**src/rtl/prog_mem_pkg.sv**
```systemverilog
// Shared definitions for the program memory: FSM encoding, NOP word and the
// instruction-set constants that loaders and the fetch path agree on.
package prog_mem_pkg;

    typedef enum logic [1:0] {
        IDLE    = 2'd0,
        COLLECT = 2'd1,
        COMMIT  = 2'd2,
        DONE    = 2'd3
    } state_t;

    // Byte index width inside a word; covers up to four bytes (DATA_W = 32).
    localparam int IDX_W = 2;

    // The all-zero word is the NOP encoding; narrower builds take its low bits.
    localparam logic [31:0] NOP_WORD = 32'h0000_0000;

    // Opcodes live in the top byte of an instruction word.
    localparam logic [7:0] OP_NOP = 8'h00;
    localparam logic [7:0] OP_LDI = 8'hD0;
    localparam logic [7:0] OP_ADD = 8'hD6;
    localparam logic [7:0] OP_JMP = 8'hE7;

    localparam int         NUM_REGS = 16;
    localparam logic [3:0] REG_ZERO = 4'h0;
    localparam logic [3:0] REG_SP   = 4'hF;

    function automatic int bytes_per_word(input int data_w);
        return data_w / 8;
    endfunction

endpackage

```
**src/rtl/prog_mem_packer.sv**
```systemverilog
// Byte-to-word assembler: shifts loader bytes in MSB-first and strobes
// word_done on the byte that completes a word.
module prog_mem_packer
    import prog_mem_pkg::*;
#(
    parameter int DATA_W = 16
) (
    input  logic              clk,
    input  logic              reset,
    input  logic              clear,
    input  logic              accept,
    input  logic [7:0]        byte_in,
    output logic [DATA_W-1:0] word,
    output logic [IDX_W-1:0]  index,
    output logic              word_done
);

    localparam int               BYTES    = bytes_per_word(DATA_W);
    localparam logic [IDX_W-1:0] LAST_IDX = IDX_W'(BYTES - 1);

    logic [DATA_W-1:0] shifted;

    generate
        if (DATA_W == 8) begin : g_single
            assign shifted = byte_in;
        end else begin : g_multi
            assign shifted = {word[DATA_W-9:0], byte_in};
        end
    endgenerate

    assign word_done = accept && (index == LAST_IDX);

    always_ff @(posedge clk) begin
        if (reset || clear) begin
            word  <= '0;
            index <= '0;
        end else if (accept) begin
            word  <= shifted;
            index <= word_done ? '0 : index + 1'b1;
        end
    end

endmodule

```
**src/rtl/prog_mem.sv**
```systemverilog
// Loadable program memory with registered fetch port and byte-stream loader.
// Optional feature macro: PROG_MEM_CHECKSUM_EN adds an XOR checksum output.
module prog_mem
    import prog_mem_pkg::*;
#(
    parameter int DATA_W = 16,
    parameter int ADDR_W = 8
) (
    input  logic              clk,
    input  logic              reset,
    input  logic [ADDR_W-1:0] addr,
    output logic [DATA_W-1:0] data,
    input  logic              load_start,
    input  logic              load_end,
    input  logic              ld_valid,
    input  logic [7:0]        ld_byte,
    output logic              ld_ready,
    output logic              ld_busy,
    output logic [ADDR_W:0]   ld_count,
    output logic              ld_err
`ifdef PROG_MEM_CHECKSUM_EN
    ,
    output logic [DATA_W-1:0] checksum
`endif
);

    localparam int                DEPTH      = 2 ** ADDR_W;
    localparam logic [ADDR_W:0]   FULL_COUNT = {1'b1, {ADDR_W{1'b0}}};
    localparam logic [DATA_W-1:0] NOP        = NOP_WORD[DATA_W-1:0];

    state_t            state;
    state_t            state_next;
    logic [ADDR_W:0]   count_next;
    logic              err_next;
    logic              end_pending;
    logic              pend_next;
    logic              do_write;
    logic              packer_clear;
    logic              accept;
    logic              word_done;
    logic              busy_next;
    logic [DATA_W-1:0] word;
    logic [IDX_W-1:0]  index;
    logic [DATA_W-1:0] mem [DEPTH];

    assign ld_ready  = (state == COLLECT);
    assign ld_busy   = (state == COLLECT) || (state == COMMIT);
    assign accept    = ld_valid && ld_ready && !load_start;
    assign busy_next = (state_next == COLLECT) || (state_next == COMMIT);

    prog_mem_packer #(
        .DATA_W (DATA_W)
    ) u_packer (
        .clk       (clk),
        .reset     (reset),
        .clear     (packer_clear),
        .accept    (accept),
        .byte_in   (ld_byte),
        .word      (word),
        .index     (index),
        .word_done (word_done)
    );

    // A load_end that arrives with or during a completing word is parked in
    // end_pending and honoured once the commit cycle has written the word.
    always_comb begin
        state_next   = state;
        count_next   = ld_count;
        err_next     = ld_err;
        pend_next    = end_pending;
        do_write     = 1'b0;
        packer_clear = 1'b0;
        if (load_start) begin
            state_next   = COLLECT;
            count_next   = '0;
            err_next     = 1'b0;
            pend_next    = 1'b0;
            packer_clear = 1'b1;
        end else begin
            case (state)
                COLLECT: begin
                    if (word_done) begin
                        state_next = COMMIT;
                        if (load_end) pend_next = 1'b1;
                    end else if (load_end) begin
                        state_next   = DONE;
                        packer_clear = 1'b1;
                        if (accept || index != '0) err_next = 1'b1;
                    end
                end
                COMMIT: begin
                    do_write   = 1'b1;
                    count_next = ld_count + 1'b1;
                    pend_next  = 1'b0;
                    if (count_next == FULL_COUNT || end_pending || load_end)
                        state_next = DONE;
                    else
                        state_next = COLLECT;
                end
                DONE: begin
                    if (ld_valid && ld_count == FULL_COUNT) err_next = 1'b1;
                end
                default: ;
            endcase
        end
    end

    always_ff @(posedge clk) begin
        if (reset) begin
            state       <= IDLE;
            ld_count    <= '0;
            ld_err      <= 1'b0;
            end_pending <= 1'b0;
        end else begin
            state       <= state_next;
            ld_count    <= count_next;
            ld_err      <= err_next;
            end_pending <= pend_next;
        end
    end

    // The array is deliberately left out of reset; ld_count gates every read.
    always_ff @(posedge clk) begin
        if (do_write && !reset) mem[ld_count[ADDR_W-1:0]] <= word;
    end

    // Busy is judged on the next state so data reads NOP on every busy cycle.
    always_ff @(posedge clk) begin
        if (reset || busy_next)
            data <= NOP;
        else if ({1'b0, addr} < ld_count)
            data <= mem[addr];
        else
            data <= NOP;
    end

`ifdef PROG_MEM_CHECKSUM_EN
    always_ff @(posedge clk) begin
        if (reset || load_start)
            checksum <= '0;
        else if (do_write)
            checksum <= checksum ^ word;
    end
`endif

endmodule

```
**config.mk**
```make
export PLATFORM = sky130hd
export DESIGN_NAME = prog_mem
export DESIGN_NICKNAME = d
export VERILOG_FILES = /design/src/rtl/prog_mem_pkg.sv /design/src/rtl/prog_mem_packer.sv /design/src/rtl/prog_mem.sv
export SDC_FILE = /design/constraint.sdc
export NUM_CORES = 2
export LEC_CHECK = 0
export ABC_AREA = 0
export BUFFER_PORTS_ARGS = -buffer_cell sky130_fd_sc_hd__buf_2
export CAP_MARGIN = 40
export CORE_UTILIZATION = 46
export DETAILED_ROUTE_END_ITERATION = 8
export PLACE_DENSITY = 0.67
export SLEW_MARGIN = 20
export SYNTH_ARGS = -nofsm -noshare
export SYNTH_HDL_FRONTEND = slang
export SYNTH_SLANG_ARGS = --single-unit
```
**constraint.sdc**
```tcl
create_clock -name clk -period 4.04 [get_ports clk]
set_input_delay 0.808 -clock clk [delete_from_list [all_inputs] [get_ports clk]]
set_output_delay 0.808 -clock clk [all_outputs]
set_load 0.005 [all_outputs]
```
==> impl_metrics.csv <==
group,metric,value,unit
synthesis,ys_types,55,
synthesis,synthTopCellsByArea,"edfxtp_1, mux4_2, mux2i_1",
place,post-place-ws,-0.173,ns
timing,postLayoutSetupSlackWorst,0.677,ns
critical_path,startpoint_type,"input pin",
global_routing,overflow,0,
power,ir_drop,0.000378,V
global_routing,grt_max_degree,173,
drt,viasPerCell,6.05,
global_routing,first_global_vias,80800,
critical_path,endpoint,"data[7]",
timing,fin_crit,3.36,ns
critical_path,rr_worst_depth,8,
floorplanning,fp-row-count,215,
critical_path,reg2reg_from,"ld_count[5]",
floorplanning,start_util,0.463,
synthesis,syn_inst,7901,
finish,final_core_util,0.533,
global_routing,track_usage,0.233,
drt,wl,410000,um
floorplanning,dieWidth,590,um
finish,multiInputGateArea,32900,um^2
clock_network,cts_tree,"yes",
critical_path,crit_type,"in -> reg",
timing,whs,0.0898,ns
synthesis,yosys-top-cells-count,"edfxtp_1, mux2i_1, mux4_2",
synthesis,avgSynthCellArea,20.1,um^2
synthesis,netlist_area,159000,um^2
synthesis,yosysSeqAreaShare,0.780,
timing,tns,0,ns
finish,drive_gt1_frac,0.216,
hold_path,min_path_type,"in -> reg",
timing,grt_setup_unrepaired,"no",
clock_network,cts_hold_buf,0,
drt,dr.pass1.iters,6,
critical_path,critPathLaunch,"addr[3]",
clock_network,htreeDepth,5,
clock_network,cts_inserted_buffers,403,
synthesis,ys.flop_type,"edfxtp_1",
place,routabilityCongestion,0.881,
finish,nNetsFinal,8664,
synthesis,synth_warnings,0,
drt,drc,0,
critical_path,r2r_slack,0.69,ns
timing,finalCritPeriodShare,0.832,
critical_path,arrival,4.16,ns
global_routing,antenna_found_initial,30,
clock_network,cts-resized-gates,0,
synthesis,synthMostInstantiatedCell,"edfxtp_1",
synthesis,synth-seq-cells,4143,
clock_network,cts.clk_slew.worst_paths,0.06,ns
timing,max_freq,0.297,GHz
synthesis,synthArstFlopShare,0,
timing,final_max_slew_viol_count,0,
place,io_buffers,48,
power,p_per_area,474,nW/um^2
power,p_total,86.8,mW
synthesis,yosys.area.top_type,"edfxtp_1",
synthesis,netlist.area_leader.share,0.774,
timing,skew,0.0513,ns
clock_network,cts_buffer_depth,4,
timing,setup_viol_count_final,0,
timing,finalHoldViolCount,0,
timing,max-slew-margin-rel,0.349,
critical_path,cp-end-kind,"flip-flop",
finish,seq_area,124000,um^2
clock_network,clock_latency,0.97,ns
power,p_leak,63.1,nW
floorplanning,core_area,344000,um^2
timing,tightest_slew,0.973,ns
floorplanning,die_h,590,um
synthesis,syn_nets,7938,
flow_run,max-cap-violations,0,
floorplanning,ios,49,
status,status,"completed",
drt,num_vias,81900,
finish,area_growth,15.2,%
critical_path,critPathMaxFanout,26,
drt,ant_nets,0,
place,dp_hpwl,257000,um
global_routing,grt_pass1_wl,585000,um
finish,fillers,26000,
clock_network,clock_sinks,4143,
critical_path,reg2reg_to,"data[11]",
clock_network,cts_setup_buffers,0,
floorplanning,die_area,348000,um^2
drt,wire_per_inst,30.3,um
synthesis,synth_edf_count,4096,
drt,drtIter0Drc,9611,
clock_network,root_buffer,"clkbuf_16",
critical_path,cp.required,4.84,ns
flip-flops by register name, indices dropped and copies added, names as in the netlist:
register	cells
mem	4096
data	16
u_packer.word	16
ld_count	9
state	2
u_packer.index	2
end_pending	1
ld_err	1
critical path, stage by stage:
cell and delay [ns]:
buf_2 0.33, nor4bb_4 0.52, buf_12 0.24, buf_4 0.34, buf_4 0.32, a22oi_1 0.13, and3_1 0.21, o2111ai_1 0.32
o32ai_2 0.44, o21ai_0 0.31, o22ai_1 0.12
report_power, final:
part | total [mW] | switching (mW) | internal [mW]
Sequential | 46.6 | 0.0508 | 46.6
Combinational | 3.53 | 2.11 | 1.42
Clock | 36.7 | 15.8 | 20.9
Total | 86.8 | 18.0 | 68.9
placed cells by master (no fill, tap or decap), types with 18 or more instances in the layout:
| cell | instances |
|---|---|
| edfxtp_1 | 4096 |
| mux2i_1 | 1042 |
| buf_4 | 626 |
| mux4_2 | 512 |
| clkbuf_16 | 411 |
| nor2_1 | 324 |
| nand2_1 | 259 |
| a22oi_1 | 240 |
| a211oi_1 | 148 |
| o221ai_1 | 144 |
| a22o_1 | 144 |
| buf_12 | 117 |
| clkbuf_1 | 90 |
| o2111ai_1 | 82 |
| a21oi_1 | 77 |
| clkinv_1 | 74 |
| and3_1 | 67 |
| clkinv_2 | 66 |
| nand4_1 | 54 |
| buf_2 | 49 |
| o32ai_1 | 42 |
| dfxtp_1 | 31 |
| bufinv_16 | 30 |
| clkinvlp_4 | 19 |
| diode_2 | 18 |
cells by family (layout without fill, tap and decap cells):
| family | Yosys count | in the layout | share of synthesized area |
|---|---|---|---|
| multiplexers | 1556 | 1556 | 0.138 |
| AO/OA/AOI/OAI | 933 | 933 | 0.0458 |
| other | 0 | 18 | 0 |
| XOR/XNOR | 6 | 6 | 0.000331 |
| buffers and inverters | 500 | 1553 | 0.0142 |
| adder cells (fa/ha/maj) | 16 | 16 | 0.00126 |
| AND/OR/NAND/NOR | 747 | 747 | 0.0205 |
| flip-flops | 4143 | 4143 | 0.780 |
through the flow:
stage,cell area [um^2],instances
after detailed placement,170000,12800
final,183000,13500
after CTS,183000,13500
after floorplan,159000,7901
after global placement,170000,12800
after global routing,183000,13500
cell type report:
type | instances | area share
Antenna cell | 18 | 0.000246
Clock buffer | 518 | 0.0593
Clock inverter | 214 | 0.0108
Inverter | 16 | 0.000328
Multi-Input combinational cell | 3258 | 0.180
Sequential cell | 4143 | 0.677
Tap cell | 4557 | 0.0311
Timing Repair Buffer | 805 | 0.0413
layer usage:
| layer | wire length [um] | global-route usage |
|---|---|---|
| met1 | 161000 | 0.319 |
| met5 | 166 | 0 |
| met3 | 35600 | 0.0408 |
| met4 | 17200 | 0.0932 |
| met2 | 196000 | 0.372 |
how the worst min path moves through the flow:
stage / from / end / slack (ns) / cells after the start
3_5_place_dp: ld_err / ld_err / 0.44 / 2
4_1_cts: ld_byte[7] / u_packer.word[7] / 0.04 / 3
3_3_place_gp: u_packer.index[1] / u_packer.index[1] / 0.44 / 2
5_1_grt: ld_byte[7] / u_packer.word[7] / 0.08 / 3
2_1_floorplan: u_packer.index[1] / u_packer.index[1] / 0.43 / 2
6_report: ld_byte[4] / u_packer.word[4] / 0.09 / 3
(Power assumes the default switching activity.)
